[config.mk]
export PLATFORM = sky130hd
export DESIGN_NAME = sram_frame_scheduler_flat
export DESIGN_NICKNAME = d
export VERILOG_FILES = /design/src/rtl/sram_frame_scheduler_if.sv /design/src/rtl/sram_frame_scheduler.sv /design/src/flat_wrapper.sv
export SDC_FILE = /design/constraint.sdc
export NUM_CORES = 1
export LEC_CHECK = 0
export CORE_ASPECT_RATIO = 1.75
export CORE_UTILIZATION = 30
export DETAILED_ROUTE_END_ITERATION = 7
export PLACE_DENSITY = 0.75
export SLEW_MARGIN = 20
export SYNTH_ARGS = -nofsm -noshare
export SYNTH_HDL_FRONTEND = slang
export SYNTH_SLANG_ARGS = --single-unit
[constraint.sdc]
create_clock -name clk -period 2.41 [get_ports clk]
set_input_delay 0.723 -clock clk [delete_from_list [all_inputs] [get_ports clk]]
set_output_delay 0.723 -clock clk [all_outputs]
set_load 0.02 [all_outputs]
[src/rtl/sram_frame_scheduler_if.sv]
// Bundles the display-read, writer, swap-control and SRAM bus signals of
// sram_frame_scheduler.
//   slave  : scheduler view (drives slot/pixel_tick, read data, wr_ready,
//            swap status, and the SRAM address/data/strobes).
//   master : client/environment view (display, writer, swap control and
//            SRAM read data).
interface sram_frame_scheduler_if #(
  parameter int unsigned ADDR_W = 20,
  parameter int unsigned DATA_W = 32
);
  logic [1:0]        slot;
  logic              pixel_tick;
  logic              disp_req;
  logic [ADDR_W-1:0] disp_addr;
  logic [DATA_W-1:0] disp_data;
  logic              disp_valid;
  logic              paint_done;
  logic              wr_valid;
  logic [ADDR_W-1:0] wr_addr;
  logic [DATA_W-1:0] wr_data;
  logic              wr_ready;
  logic              swap_req;
  logic              swap_pending;
  logic              swap_done;
  logic              front_sel;
  logic [ADDR_W-1:0] sram_addr;
  logic [DATA_W-1:0] sram_dout;
  logic              sram_den;
  logic              sram_oe_n;
  logic              sram_we_n;
  logic [DATA_W-1:0] sram_din;

  modport slave (
    output slot, pixel_tick, disp_data, disp_valid, wr_ready,
           swap_pending, swap_done, front_sel,
           sram_addr, sram_dout, sram_den, sram_oe_n, sram_we_n,
    input  disp_req, disp_addr, paint_done, wr_valid, wr_addr, wr_data,
           swap_req, sram_din
  );

  modport master (
    input  slot, pixel_tick, disp_data, disp_valid, wr_ready,
           swap_pending, swap_done, front_sel,
           sram_addr, sram_dout, sram_den, sram_oe_n, sram_we_n,
    output disp_req, disp_addr, paint_done, wr_valid, wr_addr, wr_data,
           swap_req, sram_din
  );
endinterface

[src/rtl/sram_frame_scheduler.sv]
// Time-division SRAM scheduler for a double-buffered frame store.
// Each 25 MHz pixel is four clk slots:
//   slot 0 : display read from the front buffer (if requested)
//   slot 1 : write SETUP   (address/data driven, we_n high)
//   slot 2 : write STROBE  (we_n low)
//   slot 3 : write HOLD    (we_n high); buffer swap may occur at its end
// Ports: clk, rst (async, active-low) and the slave modport of
// sram_frame_scheduler_if carrying display, writer, swap and SRAM signals.
// All outputs are registered except wr_ready and pixel_tick (slot decodes).
module sram_frame_scheduler #(
  parameter int unsigned       ADDR_W    = 20,
  parameter int unsigned       DATA_W    = 32,
  parameter logic [ADDR_W-1:0] BUF0_BASE = '0,
  parameter logic [ADDR_W-1:0] BUF1_BASE = 20'h4B000
) (
  input logic                  clk,
  input logic                  rst,
  sram_frame_scheduler_if.slave bus
);

  localparam logic [1:0] SLOT_READ   = 2'd0;
  localparam logic [1:0] SLOT_SETUP  = 2'd1;
  localparam logic [1:0] SLOT_STROBE = 2'd2;
  localparam logic [1:0] SLOT_HOLD   = 2'd3;

  logic [1:0]        slotQ;
  logic              frontSel;
  logic              swapPending;
  logic              swapDone;
  logic              dispValid;
  logic [DATA_W-1:0] dispData;
  logic              wbusy;
  logic [ADDR_W-1:0] sramAddr;
  logic [DATA_W-1:0] sramDout;
  logic              sramDen;
  logic              sramOeN;
  logic              sramWeN;

  logic              swapNow;
  logic              nextFront;
  logic [ADDR_W-1:0] readBase;
  logic [ADDR_W-1:0] writeBase;
  logic [ADDR_W-1:0] readAddr;
  logic [ADDR_W-1:0] writeAddr;

  // The read for slot 0 is registered on the same edge that may swap, so
  // it is addressed from the post-swap front buffer.
  always_comb begin
    swapNow   = (slotQ == SLOT_HOLD) && swapPending && bus.paint_done;
    nextFront = frontSel ^ swapNow;
    readBase  = nextFront ? BUF1_BASE : BUF0_BASE;
    writeBase = frontSel  ? BUF0_BASE : BUF1_BASE;
    readAddr  = readBase + bus.disp_addr;
    writeAddr = writeBase + bus.wr_addr;
  end

  always_ff @(posedge clk or negedge rst) begin
    if (!rst) begin
      slotQ       <= SLOT_READ;
      frontSel    <= 1'b0;
      swapPending <= 1'b0;
      swapDone    <= 1'b0;
      dispValid   <= 1'b0;
      dispData    <= '0;
      wbusy       <= 1'b0;
      sramAddr    <= '0;
      sramDout    <= '0;
      sramDen     <= 1'b0;
      sramOeN     <= 1'b1;
      sramWeN     <= 1'b1;
    end else begin
      slotQ     <= slotQ + 2'd1;
      swapDone  <= swapNow;
      frontSel  <= nextFront;
      dispValid <= 1'b0;

      // A request arriving on the swap edge re-arms the next swap.
      if (swapNow)
        swapPending <= bus.swap_req;
      else if (bus.swap_req)
        swapPending <= 1'b1;

      case (slotQ)
        SLOT_HOLD: begin
          // Leaving HOLD: finish any write, then set up the slot-0 read.
          wbusy   <= 1'b0;
          sramDen <= 1'b0;
          sramWeN <= 1'b1;
          if (bus.disp_req) begin
            sramOeN  <= 1'b0;
            sramAddr <= readAddr;
          end else begin
            sramOeN  <= 1'b1;
          end
        end
        SLOT_READ: begin
          // sramOeN low here means a read is on the bus this slot.
          sramOeN <= 1'b1;
          if (!sramOeN) begin
            dispData  <= bus.sram_din;
            dispValid <= 1'b1;
          end
          // Accepted writes latch their absolute address straight into
          // sramAddr, so a later swap cannot redirect them.
          if (bus.wr_valid) begin
            wbusy    <= 1'b1;
            sramAddr <= writeAddr;
            sramDout <= bus.wr_data;
            sramDen  <= 1'b1;
          end
        end
        SLOT_SETUP: begin
          if (wbusy)
            sramWeN <= 1'b0;
        end
        SLOT_STROBE: begin
          sramWeN <= 1'b1;
        end
        default: begin
        end
      endcase
    end
  end

  assign bus.slot         = slotQ;
  assign bus.pixel_tick   = rst && (slotQ == SLOT_HOLD);
  assign bus.wr_ready     = rst && (slotQ == SLOT_READ);
  assign bus.disp_data    = dispData;
  assign bus.disp_valid   = dispValid;
  assign bus.swap_pending = swapPending;
  assign bus.swap_done    = swapDone;
  assign bus.front_sel    = frontSel;
  assign bus.sram_addr    = sramAddr;
  assign bus.sram_dout    = sramDout;
  assign bus.sram_den     = sramDen;
  assign bus.sram_oe_n    = sramOeN;
  assign bus.sram_we_n    = sramWeN;

endmodule
[src/flat_wrapper.sv]
// flat-port wrapper written by rule: the top's interface ports become plain ports
module sram_frame_scheduler_flat 
#(
  parameter int unsigned       ADDR_W    = 20,
  parameter int unsigned       DATA_W    = 32,
  parameter logic [ADDR_W-1:0] BUF0_BASE = '0,
  parameter logic [ADDR_W-1:0] BUF1_BASE = 20'h4B000
)
  (clk, rst, bus_slot, bus_pixel_tick, bus_disp_data, bus_disp_valid, bus_wr_ready, bus_swap_pending, bus_swap_done, bus_front_sel, bus_sram_addr, bus_sram_dout, bus_sram_den, bus_sram_oe_n, bus_sram_we_n, bus_disp_req, bus_disp_addr, bus_paint_done, bus_wr_valid, bus_wr_addr, bus_wr_data, bus_swap_req, bus_sram_din);
  sram_frame_scheduler_if #(.ADDR_W(ADDR_W), .DATA_W(DATA_W)) bus_i ();
  input logic clk;
  input logic rst;
  output wire logic [$bits(bus_i.slot)-1:0] bus_slot;
  output wire logic [$bits(bus_i.pixel_tick)-1:0] bus_pixel_tick;
  output wire logic [$bits(bus_i.disp_data)-1:0] bus_disp_data;
  output wire logic [$bits(bus_i.disp_valid)-1:0] bus_disp_valid;
  output wire logic [$bits(bus_i.wr_ready)-1:0] bus_wr_ready;
  output wire logic [$bits(bus_i.swap_pending)-1:0] bus_swap_pending;
  output wire logic [$bits(bus_i.swap_done)-1:0] bus_swap_done;
  output wire logic [$bits(bus_i.front_sel)-1:0] bus_front_sel;
  output wire logic [$bits(bus_i.sram_addr)-1:0] bus_sram_addr;
  output wire logic [$bits(bus_i.sram_dout)-1:0] bus_sram_dout;
  output wire logic [$bits(bus_i.sram_den)-1:0] bus_sram_den;
  output wire logic [$bits(bus_i.sram_oe_n)-1:0] bus_sram_oe_n;
  output wire logic [$bits(bus_i.sram_we_n)-1:0] bus_sram_we_n;
  input wire logic [$bits(bus_i.disp_req)-1:0] bus_disp_req;
  input wire logic [$bits(bus_i.disp_addr)-1:0] bus_disp_addr;
  input wire logic [$bits(bus_i.paint_done)-1:0] bus_paint_done;
  input wire logic [$bits(bus_i.wr_valid)-1:0] bus_wr_valid;
  input wire logic [$bits(bus_i.wr_addr)-1:0] bus_wr_addr;
  input wire logic [$bits(bus_i.wr_data)-1:0] bus_wr_data;
  input wire logic [$bits(bus_i.swap_req)-1:0] bus_swap_req;
  input wire logic [$bits(bus_i.sram_din)-1:0] bus_sram_din;
  assign bus_slot = bus_i.slot;
  assign bus_pixel_tick = bus_i.pixel_tick;
  assign bus_disp_data = bus_i.disp_data;
  assign bus_disp_valid = bus_i.disp_valid;
  assign bus_wr_ready = bus_i.wr_ready;
  assign bus_swap_pending = bus_i.swap_pending;
  assign bus_swap_done = bus_i.swap_done;
  assign bus_front_sel = bus_i.front_sel;
  assign bus_sram_addr = bus_i.sram_addr;
  assign bus_sram_dout = bus_i.sram_dout;
  assign bus_sram_den = bus_i.sram_den;
  assign bus_sram_oe_n = bus_i.sram_oe_n;
  assign bus_sram_we_n = bus_i.sram_we_n;
  assign bus_i.disp_req = bus_disp_req;
  assign bus_i.disp_addr = bus_disp_addr;
  assign bus_i.paint_done = bus_paint_done;
  assign bus_i.wr_valid = bus_wr_valid;
  assign bus_i.wr_addr = bus_wr_addr;
  assign bus_i.wr_data = bus_wr_data;
  assign bus_i.swap_req = bus_swap_req;
  assign bus_i.sram_din = bus_sram_din;
  sram_frame_scheduler #(.ADDR_W(ADDR_W), .DATA_W(DATA_W), .BUF0_BASE(BUF0_BASE), .BUF1_BASE(BUF1_BASE)) u_core (.clk(clk), .rst(rst), .bus(bus_i));
endmodule
; ---- After elaboration in Yosys (flattened, before gate mapping)
; Index checks and enable logic that the tools add are counted.
[classes]
bitwise = 2
n_shift = 0
div_mod_pow = 0
addsub = 3
eq_ne = 6
mul = 0
n_reduce_logical = 14
order_cmp = 0
muxes = 15
[op_table]
columns = cell, count
row1 = adder 20 bit, 2
row2 = two-way mux 20 bit, 2
row3 = case mux 20 bit (2 select lines), 1
row4 = two-way mux 19 bit, 2
row5 = AND reduction 2 bit, 4
row6 = two-way mux 1 bit, 7
row7 = case mux 1 bit (2 select lines), 3
row8 = nonzero test 2 bit, 3
row9 = "== test 2 bit, second input constant", 2
row10 = logical AND 1 bit, 4
row11 = "inequality test 2 bit, second input constant", 2
row12 = AND reduction 3 bit, 1
row13 = "adder 2 x 1 -> 2 bit, second input constant", 1
row14 = "== test 2 x 1 -> 1 bit, second input constant", 1
row15 = logical NOT 2 bit, 1
row16 = "inequality test 2 x 1 -> 1 bit, second input constant", 1
row17 = OR reduction 2 bit, 1
row18 = inverter 1 bit, 1
row19 = XOR 1 bit, 1
[totals]
mem_bits_ro = 0
in_bits = 110
elab_cells = 51
latchBits = 0
register_bits = 93
mem_count = 0
ram_bits = 0

; ---- Depth between registers and ports, before layout
[depth]
depth_word = 8
depth_mapped = 9

; ---- Worst setup path before layout
; No wires, ideal clock.
[synth_timing]
path_kind = reg-to-reg
start = register u_core.slotQ[0] (netlist: u_core.bus.slot[0])
end = register u_core.sramAddr[17] (netlist: u_core.bus.sram_addr[17])
stages_incl_launch_ff = 9
t_arrival_ns = 2.386
path_slack_ns = -0.102
synth_period_minus_slack_ns = 2.512
path_cell_list = dfrtp_1 > ha_1 > and3_1 > xnor2_1 > ha_1 > a211o_1 > nand3_1 > xnor2_1 > a221o_1
[synth_via]
elab_chain_len = 8
word_cells_on_any_way = 13
[synth_rtl]
columns = item, line
row1 = from (decl), sram_frame_scheduler.sv:26  ; logic [1:0] slotQ;
row2 = from (signal assigned), sram_frame_scheduler.sv:72  ; slotQ <= slotQ + 2'd1;
row3 = == test 2 bit, sram_frame_scheduler.sv:49  ; swapNow = (slotQ == SLOT_HOLD) && swapPending && bus.paint_done;
row4 = logical AND 1 bit (2 in series), sram_frame_scheduler.sv:49
row5 = named net u_core.swapNow, sram_frame_scheduler.sv:39  ; logic swapNow;
row6 = XOR 1 bit, sram_frame_scheduler.sv:50  ; nextFront = frontSel ^ swapNow;
row7 = named net u_core.nextFront, sram_frame_scheduler.sv:40  ; logic nextFront;
row8 = two-way mux 19 bit, sram_frame_scheduler.sv:51  ; readBase = nextFront ? BUF1_BASE : BUF0_BASE;
row9 = adder 20 bit, sram_frame_scheduler.sv:53  ; readAddr = readBase + bus.disp_addr;
row10 = two-way mux 20 bit, sram_frame_scheduler.sv:89  ; if (bus.disp_req) begin
row11 = case mux 20 bit (2 select lines), sram_frame_scheduler.sv:83  ; case (slotQ)
row12 = to (signal assigned), sram_frame_scheduler.sv:91  ; sramAddr <= readAddr;
row13 = to (signal assigned), sram_frame_scheduler.sv:107  ; sramAddr <= writeAddr;
row14 = to (decl), sram_frame_scheduler.sv:33  ; logic [ADDR_W-1:0] sramAddr;
; The timed path passes the listed nets, and every way through them passes these cells. The select of a mux whose other input is x is not followed.
; A chain may end at the register's enable or synchronous reset.

; ---- Worst setup path after layout
[layout_timing]
start = register u_core.slotQ[0] (netlist: u_core.bus.slot[0])
end = output bus_wr_ready
[layout_via]
elab_chain_len = 2
[layout_rtl]
columns = item, line
row1 = logical NOT 2 bit, sram_frame_scheduler.sv:127  ; assign bus.wr_ready = rst && (slotQ == SLOT_READ);
row2 = logical AND 1 bit, sram_frame_scheduler.sv:127
row3 = to (decl), flat_wrapper.sv:17  ; output wire logic [$bits(bus_i.wr_ready)-1:0] bus_wr_ready;
; No other way between the ends.

==> results.py <==
metrics = {
    "die": {
        "dieArea_um2": 14150,
        "die_y_um": 156.6,
        "die_w_um": 90.34,
        "rows": 56,
        "start_util_pct": 30.61,
        "core-area_um2": 13380,
        "io_pins": 205,
    },
    "sta": {
        "drv_slew": 0,
        "layout_setup_ws_ns": 0.08967,
        "finalSetupViolations": 0,
        "max-slew-margin-rel_pct": 41.29,
        "tightest_slew_ns": 0.8806,
        "period_share_pct": 96.28,
        "skew_ns": 0.006119,
        "rsz0062_at_grt": "false",
        "fmax_ghz": 0.4310,
        "fin_crit_ns": 2.320,
        "finalHoldViolations": 0,
    },
    "cells_and_area": {
        "layout_common_cells": "clkdlybuf4s50_1 (200), dfrtp_1 (89), mux2_2 (64), nand2_1 (23), buf_4 (18)",
        "final_core_util_pct": 50.99,
        "design_area_um2": 6824,
        "fillers": 1172,
        "diodes": 0,
        "drive_gt1_share_pct": 21.35,
        "mostFrequentLayoutCell": "clkdlybuf4s50_1",
        "nNetsFinal": 653,
        "multi_input_area_um2": 1714,
        "seq_area_um2": 2332,
        "syn_to_final_growth_pct": 66.59,
        "final_cells": 708,
    },
    "drt": {
        "wl_mm": 10.86,
        "post-route-drc-count": 0,
        "wire_per_inst_um": 15.34,
        "ant_nets": 0,
        "via_count": 3226,
        "drtPass1Iterations": 4,
        "routed_via_density": 4.556,
        "drt-initial-drc-count": 77,
    },
    "place": {
        "routabilityCongestion": 0.8643,
        "placed_cell_area_um2": 6466,
        "place_inst": 691,
        "pre_cts_slack_ns": -0.5468,
        "dpl.hpwl_mm": 8.567,
        "io_buffers": 204,
    },
    "synthesis": {
        "synth_area_leaders": "dfrtp_1 (56%), mux2_2 (18%), mux2i_1 (4.2%)",
        "ys.flop_type": "dfrtp_1",
        "ys_seq_area_share_pct": 56.87,
        "synth_cell_type_count": 39,
        "synthArstFlopShare_pct": 100.0,
        "ys.warnings.count": 0,
        "synth.top_cell.area_share_pct": 55.59,
        "mappedNetlistNets": 431,
        "synth_area_leader_cell": "dfrtp_1",
        "synth_area_um2": 4096,
        "ys_ff_latch": 93,
        "synth_edf_count": 0,
        "syn_avg_cell_area_um2": 13.34,
        "synthCells": 307,
    },
    "clock_network": {
        "clock_latency_ns": 0.33,
        "ctsRootBufferMaster": "clkbuf_16",
        "clk_pin_slew_worst_paths_ns": 0.06,
        "cts_tree": "yes",
        "cts_sinks": 93,
        "cts_buffers": 9,
        "clk_path_buf_depth": 2,
        "htree_levels": 3,
        "postCtsHoldBufs": 0,
    },
    "power_and_ir_drop": {
        "ir_drop_mv": 0.4559,
        "leakage_uw": 0.002835,
        "clkPwrFrac_pct": 28.9,
        "seq_power_share_pct": 37.9,
        "p_per_area_nw_per_um2": 717.5,
        "power_switching_share_pct": 29.14,
        "comb_power_share_pct": 33.2,
        "p_switching_uw": 1427,
        "internal-power_uw": 3469,
    },
    "worst_setup_path": {
        "path_buf_inv": 3,
        "regToRegEndpoint": "u_core.bus.sram_addr[17]$_DFFE_PN0P_",
        "cpLargestDelayFamily": "buffers and inverters",
        "crit_required_ns": 1.69,
        "crit_chain": "buf_4, inv_1, ha_1, and2_1, clkdlybuf4s15_1",
        "crit_path_top_delay_cell": "dfrtp_2",
        "reg2reg_slack_ns": 0.15,
        "critPathLaunchType": "flop",
        "path_class": "flop to primary output",
        "r2r_start": "u_core.bus.slot[0]$_DFF_PN0_",
        "critical_path_depth": 5,
        "end_kind": "primary output",
        "cp.arrival_ns": 1.60,
        "max_stage_delay_ns": 0.41,
        "path_max_fanout": 3,
        "r2r.worst_path.cells": 8,
    },
    "global_route": {
        "grt_max_degree": 71,
        "grt_pass1_wl_mm": 17.17,
        "antenna_found_initial": 0,
        "grt_pass1_vias": 3480,
        "grt_overflow_total": 0,
        "grt_usage_pct": 15.56,
    },
    "worst_hold_path": {
        "hold_path.class": "input port to async pin",
    },
    "run_status": {
        "status": "finished clean",
    },
    "run": {
        "cap_viol_max_count": 0,
    },
}
==> kinds of logic (layout without fill, tap and decap cells) <==
| family | count (synthesis) | count (layout) | synth area share [%] |
|---|---|---|---|
| flops | 93 | 93 | 56.87 |
| compound gates | 42 | 42 | 6.567 |
| buf+inv | 22 | 249 | 2.902 |
| mux | 81 | 81 | 21.75 |
| fa+ha+maj | 14 | 14 | 4.643 |
| simple gates | 46 | 46 | 5.345 |
| xor+xnor | 9 | 9 | 1.924 |
==> Yosys cell counts, types with 3 or more instances <==
cell type / number
ha_1: 12
a31oi_1: 3
nand2_1: 23
inv_1: 9
buf_2: 8
mux2i_1: 17
dfrtp_1: 91
and3_1: 3
nor2_1: 7
xnor2_1: 8
mux2_2: 64
a21oi_1: 6
nor3b_1: 3
o21ai_1: 4
buf_4: 3
a21o_1: 4
o21ai_0: 12
==> through the flow <==
stage	hold WS [ns]	setup TNS [ns]	power, µW
6_report	0.4013	0	4896
5_1_grt	0.4193	0	5159
4_1_cts	0.4069	0	4960
3_5_place_dp	0.4697	-3.140	3465
3_3_place_gp	0.4677	-2.754	3423
2_1_floorplan	0.4274	0	2616
==> worst max path at each step <==
| stage | to | startpoint | slack (ns) |
|---|---|---|---|
| 2_1_floorplan | u_core.bus.sram_addr[18]$_DFFE_PN0P_ | bus_paint_done | 0.03 |
| 3_3_place_gp | u_core.bus.sram_addr[19]$_DFFE_PN0P_ | bus_paint_done | -0.49 |
| 3_5_place_dp | u_core.bus.sram_addr[19]$_DFFE_PN0P_ | bus_paint_done | -0.55 |
| 4_1_cts | bus_wr_ready | u_core.bus.slot[0]$_DFF_PN0_ | 0.02 |
| 5_1_grt | bus_wr_ready | u_core.bus.slot[0]$_DFF_PN0_ | 0.0001 |
| 6_report | bus_wr_ready | u_core.bus.slot[0]$_DFF_PN0_ | 0.09 |
==> routing by layer <==
layer | vias up | GRT usage [%] | wire length (µm)
met5 | - | 0 | 0
met4 | 0 | 7.527 | 351
met3 | 22 | 3.401 | 524
met2 | 118 | 29.77 | 6202
met1 | 1563 | 15.77 | 3786
li1 | 1523 | - | -
==> state kept, by name, indices dropped and copies added, names as in the netlist, 2 cells and up <==
register,cells
u_core.bus.sram_dout,32
u_core.bus.sram_addr,20
u_core.bus.disp_data,32
u_core.bus.slot,2
==> power groups by stage <==
stage / logic [µW] / clock network [µW] / registers (µW)
2_1_floorplan: 507 / 0 / 2110
3_3_place_gp: 1550 / 0 / 1880
3_5_place_dp: 1590 / 0 / 1880
4_1_cts: 1630 / 1470 / 1860
5_1_grt: 1740 / 1530 / 1880
6_report: 1630 / 1410 / 1850
==> layout make-up <==
cell class              instances  share of cell area (%)
well taps                     174                   3.190
clock inverters                 5                  0.8618
flip-flops and latches         93                   34.18
multi-input cells             192                   25.12
repair buffers                224                   32.60
inverters                       9                  0.4950
clock buffers                  11                   3.557
==> what timing repair did <==
action                                  in CTS  in global routing
endpoints found under the setup margin       8                  2
pin swaps                                    6                  0
gates resized for setup                      9                  2
buffers inserted                             1                  0
Power figures use the tool's default switching activity.
